File: src/rtl/mem_port_arbiter.sv
// ---------------------------------------------------------------------------
// mem_port_arbiter
//
// Shares one single-ported memory between the MEM-stage data access and the
// instruction fetch. Both requesters compete only in IDLE. A tie goes to the
// requester that was not granted last, which makes back-to-back ties
// alternate. Once a grant is made, the address, write enable and write data
// are registered and held until the memory acks. Neither side can pre-empt
// the other, and a request that drops mid-transaction does not abort it.
//
// States: IDLE -> D_BUSY -> D_DONE -> IDLE   (data access)
//         IDLE -> F_BUSY -> IDLE             (fetch)
//
// Optional feature (macro ARB_TIMEOUT_EN): a BUSY state that sees no ack for
// 15 cycles completes as if acked with read data 16'h0000 and sets err_o.
// err_o stays set until reset. Without the macro, BUSY waits forever and
// err_o is tied to 0.
//
// Ports
//   clk_i         in   rising-edge clock
//   rst_n         in   asynchronous active-low reset
//   MemRead_MEM   in   data load request from MEM stage
//   MemWrite_MEM  in   data store request from MEM stage (wins over read)
//   FUResult_MEM  in   16-bit data address
//   rtdata_MEM    in   16-bit store data
//   if_req_i      in   fetch request
//   if_addr_i     in   16-bit fetch address
//   mem_req_o     out  memory request, high while D_BUSY or F_BUSY
//   mem_we_o      out  memory write enable (registered at grant)
//   mem_addr_o    out  memory address (registered at grant)
//   mem_wdata_o   out  memory write data (registered at grant)
//   mem_ack_i     in   memory completion
//   mem_rdata_i   in   memory read data, valid with mem_ack_i
//   dmem_rdata_o  out  last completed load data
//   stall_mem_o   out  freezes pipeline registers up to EX/MEM
//   if_rdata_o    out  last completed fetch data
//   if_valid_o    out  one-cycle pulse after a fetch completes
//   if_stall_o    out  fetch stall
//   err_o         out  sticky timeout error
// ---------------------------------------------------------------------------
module mem_port_arbiter (
    input  logic        clk_i,
    input  logic        rst_n,
    input  logic        MemRead_MEM,
    input  logic        MemWrite_MEM,
    input  logic [15:0] FUResult_MEM,
    input  logic [15:0] rtdata_MEM,
    input  logic        if_req_i,
    input  logic [15:0] if_addr_i,
    output logic        mem_req_o,
    output logic        mem_we_o,
    output logic [15:0] mem_addr_o,
    output logic [15:0] mem_wdata_o,
    input  logic        mem_ack_i,
    input  logic [15:0] mem_rdata_i,
    output logic [15:0] dmem_rdata_o,
    output logic        stall_mem_o,
    output logic [15:0] if_rdata_o,
    output logic        if_valid_o,
    output logic        if_stall_o,
    output logic        err_o
);

    typedef enum logic [1:0] {
        StIdle  = 2'd0,
        StDBusy = 2'd1,
        StDDone = 2'd2,
        StFBusy = 2'd3
    } state_e;

    state_e      state;
    logic        last_grant_data;  // 0 = fetch granted last (reset value)
    logic        dreq;
    logic        grant_data;
    logic        grant_fetch;
    logic        ack_eff;          // real ack, or forced completion on timeout
    logic [15:0] rdata_eff;

    assign dreq = MemRead_MEM | MemWrite_MEM;

    // On a tie, grant the side that did not win last time.
    assign grant_data  = dreq & (~if_req_i | ~last_grant_data);
    assign grant_fetch = if_req_i & (~dreq | last_grant_data);

`ifdef ARB_TIMEOUT_EN
    logic [3:0] tmo_cnt;
    logic       tmo_hit;
    logic       err_q;

    // tmo_cnt counts the earlier ack-less BUSY cycles, so a value of 14
    // marks the 15th cycle without an ack.
    assign tmo_hit   = ~mem_ack_i & (tmo_cnt == 4'd14);
    assign ack_eff   = mem_ack_i | tmo_hit;
    assign rdata_eff = mem_ack_i ? mem_rdata_i : 16'h0000;
    assign err_o     = err_q;
`else
    assign ack_eff   = mem_ack_i;
    assign rdata_eff = mem_rdata_i;
    assign err_o     = 1'b0;
`endif

    assign mem_req_o   = (state == StDBusy) | (state == StFBusy);
    assign stall_mem_o = dreq & (state != StDDone);
    assign if_stall_o  = if_req_i & ~if_valid_o;

    always_ff @(posedge clk_i or negedge rst_n) begin
        if (!rst_n) begin
            state           <= StIdle;
            last_grant_data <= 1'b0;
            mem_we_o        <= 1'b0;
            mem_addr_o      <= 16'h0000;
            mem_wdata_o     <= 16'h0000;
            dmem_rdata_o    <= 16'h0000;
            if_rdata_o      <= 16'h0000;
            if_valid_o      <= 1'b0;
`ifdef ARB_TIMEOUT_EN
            tmo_cnt         <= 4'd0;
            err_q           <= 1'b0;
`endif
        end else begin
            if_valid_o <= 1'b0;
            case (state)
                StIdle: begin
                    // mem_ack_i is deliberately ignored here.
                    if (grant_data) begin
                        state           <= StDBusy;
                        last_grant_data <= 1'b1;
                        mem_addr_o      <= FUResult_MEM;
                        mem_we_o        <= MemWrite_MEM;
                        mem_wdata_o     <= rtdata_MEM;
`ifdef ARB_TIMEOUT_EN
                        tmo_cnt         <= 4'd0;
`endif
                    end else if (grant_fetch) begin
                        state           <= StFBusy;
                        last_grant_data <= 1'b0;
                        mem_addr_o      <= if_addr_i;
                        mem_we_o        <= 1'b0;
`ifdef ARB_TIMEOUT_EN
                        tmo_cnt         <= 4'd0;
`endif
                    end
                end
                StDBusy: begin
                    if (ack_eff) begin
                        if (!mem_we_o) begin
                            dmem_rdata_o <= rdata_eff;
                        end
                        state <= StDDone;
                    end
`ifdef ARB_TIMEOUT_EN
                    if (tmo_hit) begin
                        err_q <= 1'b1;
                    end else if (!mem_ack_i) begin
                        tmo_cnt <= tmo_cnt + 4'd1;
                    end
`endif
                end
                StDDone: begin
                    // One cycle with stall released so the pipeline advances.
                    state <= StIdle;
                end
                StFBusy: begin
                    if (ack_eff) begin
                        if_rdata_o <= rdata_eff;
                        if_valid_o <= 1'b1;
                        state      <= StIdle;
                    end
`ifdef ARB_TIMEOUT_EN
                    if (tmo_hit) begin
                        err_q <= 1'b1;
                    end else if (!mem_ack_i) begin
                        tmo_cnt <= tmo_cnt + 4'd1;
                    end
`endif
                end
                default: state <= StIdle;
            endcase
        end
    end

endmodule

File: config.mk
export PLATFORM = sky130hd
export DESIGN_NAME = mem_port_arbiter
export DESIGN_NICKNAME = d
export VERILOG_FILES = /design/src/rtl/mem_port_arbiter.sv
export SDC_FILE = /design/constraint.sdc
export NUM_CORES = 1
export LEC_CHECK = 0
export ABC_AREA = 1
export ABC_CLOCK_PERIOD_IN_PS = 1750
export CORE_ASPECT_RATIO = 0.9
export CORE_MARGIN = 4
export CORE_UTILIZATION = 50
export DETAILED_ROUTE_END_ITERATION = 8
export DONT_BUFFER_PORTS = 1
export SETUP_SLACK_MARGIN = 0.4
export SLEW_MARGIN = 0
export SYNTH_ARGS = -nofsm -noshare
export SYNTH_HDL_FRONTEND = slang
export SYNTH_SLANG_ARGS = --single-unit
File: constraint.sdc
create_clock -name clk_i -period 1.75 [get_ports clk_i]
set_clock_uncertainty 0.15 [all_clocks]
set_input_delay 0.35 -clock clk_i [delete_from_list [all_inputs] [get_ports clk_i]]
set_output_delay 0.35 -clock clk_i [all_outputs]
set_load 0.02 [all_outputs]
==> reports/results.ini <==
[synthesis]
synth-seq-area-share=0.566
netlist_area_um2=3050
synth_commonest_cells=nand2_1, dfrtp_1, inv_1, o21ai_0, nand3_1
synthCells=356
yosys_warnings=0
yosysTopAreaCell=dfrtp_1
synth_top_area_share=0.566
synth_top_family_by_area=simple AND/OR/NAND/NOR gates
synthSimpleGateAreaFrac=0.250
ys_ff_latch=69
synth_xor_area_frac=0
synth.distinct_cells=24
yosys.area_share.adder=0
synth_compound_area_frac=0.0762
synth-main-ff-cell=dfrtp_1
yosys-top-cells-area=dfrtp_1, nand2_1, inv_1
synth_edf_count=0
yosys.cell_count.top_type=nand2_1
async_flop_share=1.00
syn_nets=426
avgSynthCellArea_um2=8.58
synth_mux_area_frac=0

[clocking]
cts_tree=yes
cts_sinks=69
clk_latency_ns=0.34
cts_buffers=9
clk_pin_slew_worst_paths_ns=0.08
cts_root_buf=clkbuf_8
cts_buffer_depth=2
cts.htree.levels=3

[routing]
first_pass_iters=5
vias=2607
dr.first_iter.drc_count=162
via_per_inst=5.30
antenna_left=0
wl_um=8960
drc=0
wl_per_cell_um=18.2

[placed_design]
dpl.hpwl_um=4760
gp_congestion=0.759
io_buffers=0

[flow_run]
cap_violations=0

[critical_path]
end_kind=output pin
critPathKind=flip-flop to output pin
reg2reg_depth=8
critPathTopFamily=flip-flops
critPathLaunchType=flip-flop
reg2reg_to=mem_addr_o[11]
cp_cell_sequence=inv_2 > a21oi_2 > buf_6
cp_slowest_stage_delay_ns=0.38
path_buf_inv=2
crit_cells=3
crit_end=stall_mem_o
cp_max_fo=3
critPathSlowestCell=dfrtp_1
startpoint=state[0]
rrSetupSlack_ns=0.23
required_ns=1.25
cp.arrival_ns=1.08
reg2reg_from=state[1]

[floorplan]
die_h_um=82.1
die_area_um2=7420
placementRows=26
boundaryPins=140
start_util=0.527
coreArea_um2=5790
die-width_um=90.4

[grt]
grt_overflow=0
grt_pass1_wl_um=12600
grt_max_degree=70
grt_pass1_vias=2438
grt_antenna_before_repair=0
grt_usage=0.222

[layout]
layout-drive-gt1-share=0.291
fin_nets=487
n_antenna_cell=0
area_growth_pct=38.9

[timing]
slew_violations=0
finalSetupViolations=0
layout_min_cycle_time_ns=1.58
max_freq_mhz=633
finalCritPeriodShare=0.903
setup_tns_ns=0
hold-worst-slack_ns=-0.450
rsz0062_at_grt=true
final-hold-violation-count=69

[pwr]
leakage_nw=2.20
powerDensity_nw_per_um2=2040
ir_drop_uv=921
power_mw=8.65

[worst_hold_path]
hp-class=input port to async pin

[outcome]
violations=negative hold slack
status=complete, but fails checks

## metrics by stage
step / instance area [um^2] / setup slack (ns) / std cells / util
6_report: 4240 / 0.170 / 492 / 0.732
3_5_place_dp: 3080 / 0.284 / 418 / 0.532
3_3_place_gp: 3080 / 0.321 / 418 / 0.532
4_1_cts: 3810 / 0.194 / 473 / 0.659
5_1_grt: 4240 / 0.128 / 492 / 0.732
2_1_floorplan: 3050 / 0.427 / 356 / -
## flip-flops by register name (all words and copies together) (netlist names)
signal and flops:
state 2, if_rdata_o 16, mem_we_o 1, if_valid_o 1
last_grant_data 1, mem_wdata_o 16, dmem_rdata_o 16, mem_addr_o 16
## cells in the final DEF (no fill, tap or decap)
master / count
clkinv_4: 1
o21ai_4: 3
dfrtp_2: 25
conb_1: 1
clkinv_2: 1
nand2_1: 124
buf_6: 6
o21ai_1: 14
nor2_8: 1
inv_1: 52
a21oi_4: 1
clkinv_8: 1
dfrtp_1: 44
nand3_1: 23
nand2_8: 1
clkbuf_16: 5
nand3_2: 11
buf_8: 2
bufinv_16: 4
buf_4: 17
o21ai_2: 2
a21oi_2: 2
nand3_4: 3
nand4_1: 1
o21ai_0: 18
nand2_2: 11
buf_12: 6
nor2_1: 1
clkbuf_8: 10
dlygate4sd3_1: 21
inv_2: 3
buf_16: 1
inv_6: 1
nor2_4: 4
nand2_4: 1
## metal layers
metal / track usage / part of all wire / vias to the layer above / wire, um
met5: 0 / 0 / - / 0
met4: 0.0612 / 0.0064 / 0 / 57
met3: 0.112 / 0.10 / 6 / 915
met2: 0.345 / 0.48 / 113 / 4310
met1: 0.277 / 0.41 / 1260 / 3680
li1: - / - / 1228 / -
## worst register-to-register path: stages, from the launching register on
cell	delay [ns]
dfrtp_1	0.41
buf_4	0.16
inv_6	0.07
nand2_8	0.08
a21oi_4	0.17
buf_6	0.14
clkbuf_16	0.14
nand3_2	0.06
nand2_1	0.06
## where the power goes
| group | switching, mW | total, mW | leakage [nW] | internal (mW) |
|---|---|---|---|---|
| clock network | 0.618 | 1.75 | 0.136 | 1.13 |
| logic | 1.59 | 3.04 | 1.24 | 1.45 |
| registers | 1.45 | 3.85 | 0.827 | 2.40 |
## worst min path at each step
stage,cells after the start,from,end,slack [ns]
3_5_place_dp,0,rst_n,mem_addr_o[13],-0.09
5_1_grt,0,rst_n,mem_addr_o[13],-0.48
3_3_place_gp,0,rst_n,mem_addr_o[13],-0.09
2_1_floorplan,0,rst_n,dmem_rdata_o[0],-0.1
6_report,0,rst_n,mem_addr_o[13],-0.45
4_1_cts,0,rst_n,if_rdata_o[10],-0.47
## layout make-up
cell class	count	area, um^2
multi-input combinational	222	1180
clock inverter	6	134
tap	70	87.6
sequential	69	1760
timing repair buffer	58	708
clock buffer	10	138
fill	407	1550
inverter	57	231
## logic make-up after synthesis
logic type | count (synthesis)
compound gates | 39
simple gates | 175
other cells | 1
buf+inv | 72
flops | 69
## timing repair
item / in CTS / in global routing
endpoints found under the setup margin: 39 / 95
hold buffers: 19 / 2
pin swaps: 4 / 23
setup buffers: 15 / 9
resized for setup: 15 / 76
endpoints found under the hold margin: 88 / 71
gates cloned: 5 / 8
(Power assumes the default switching activity.)
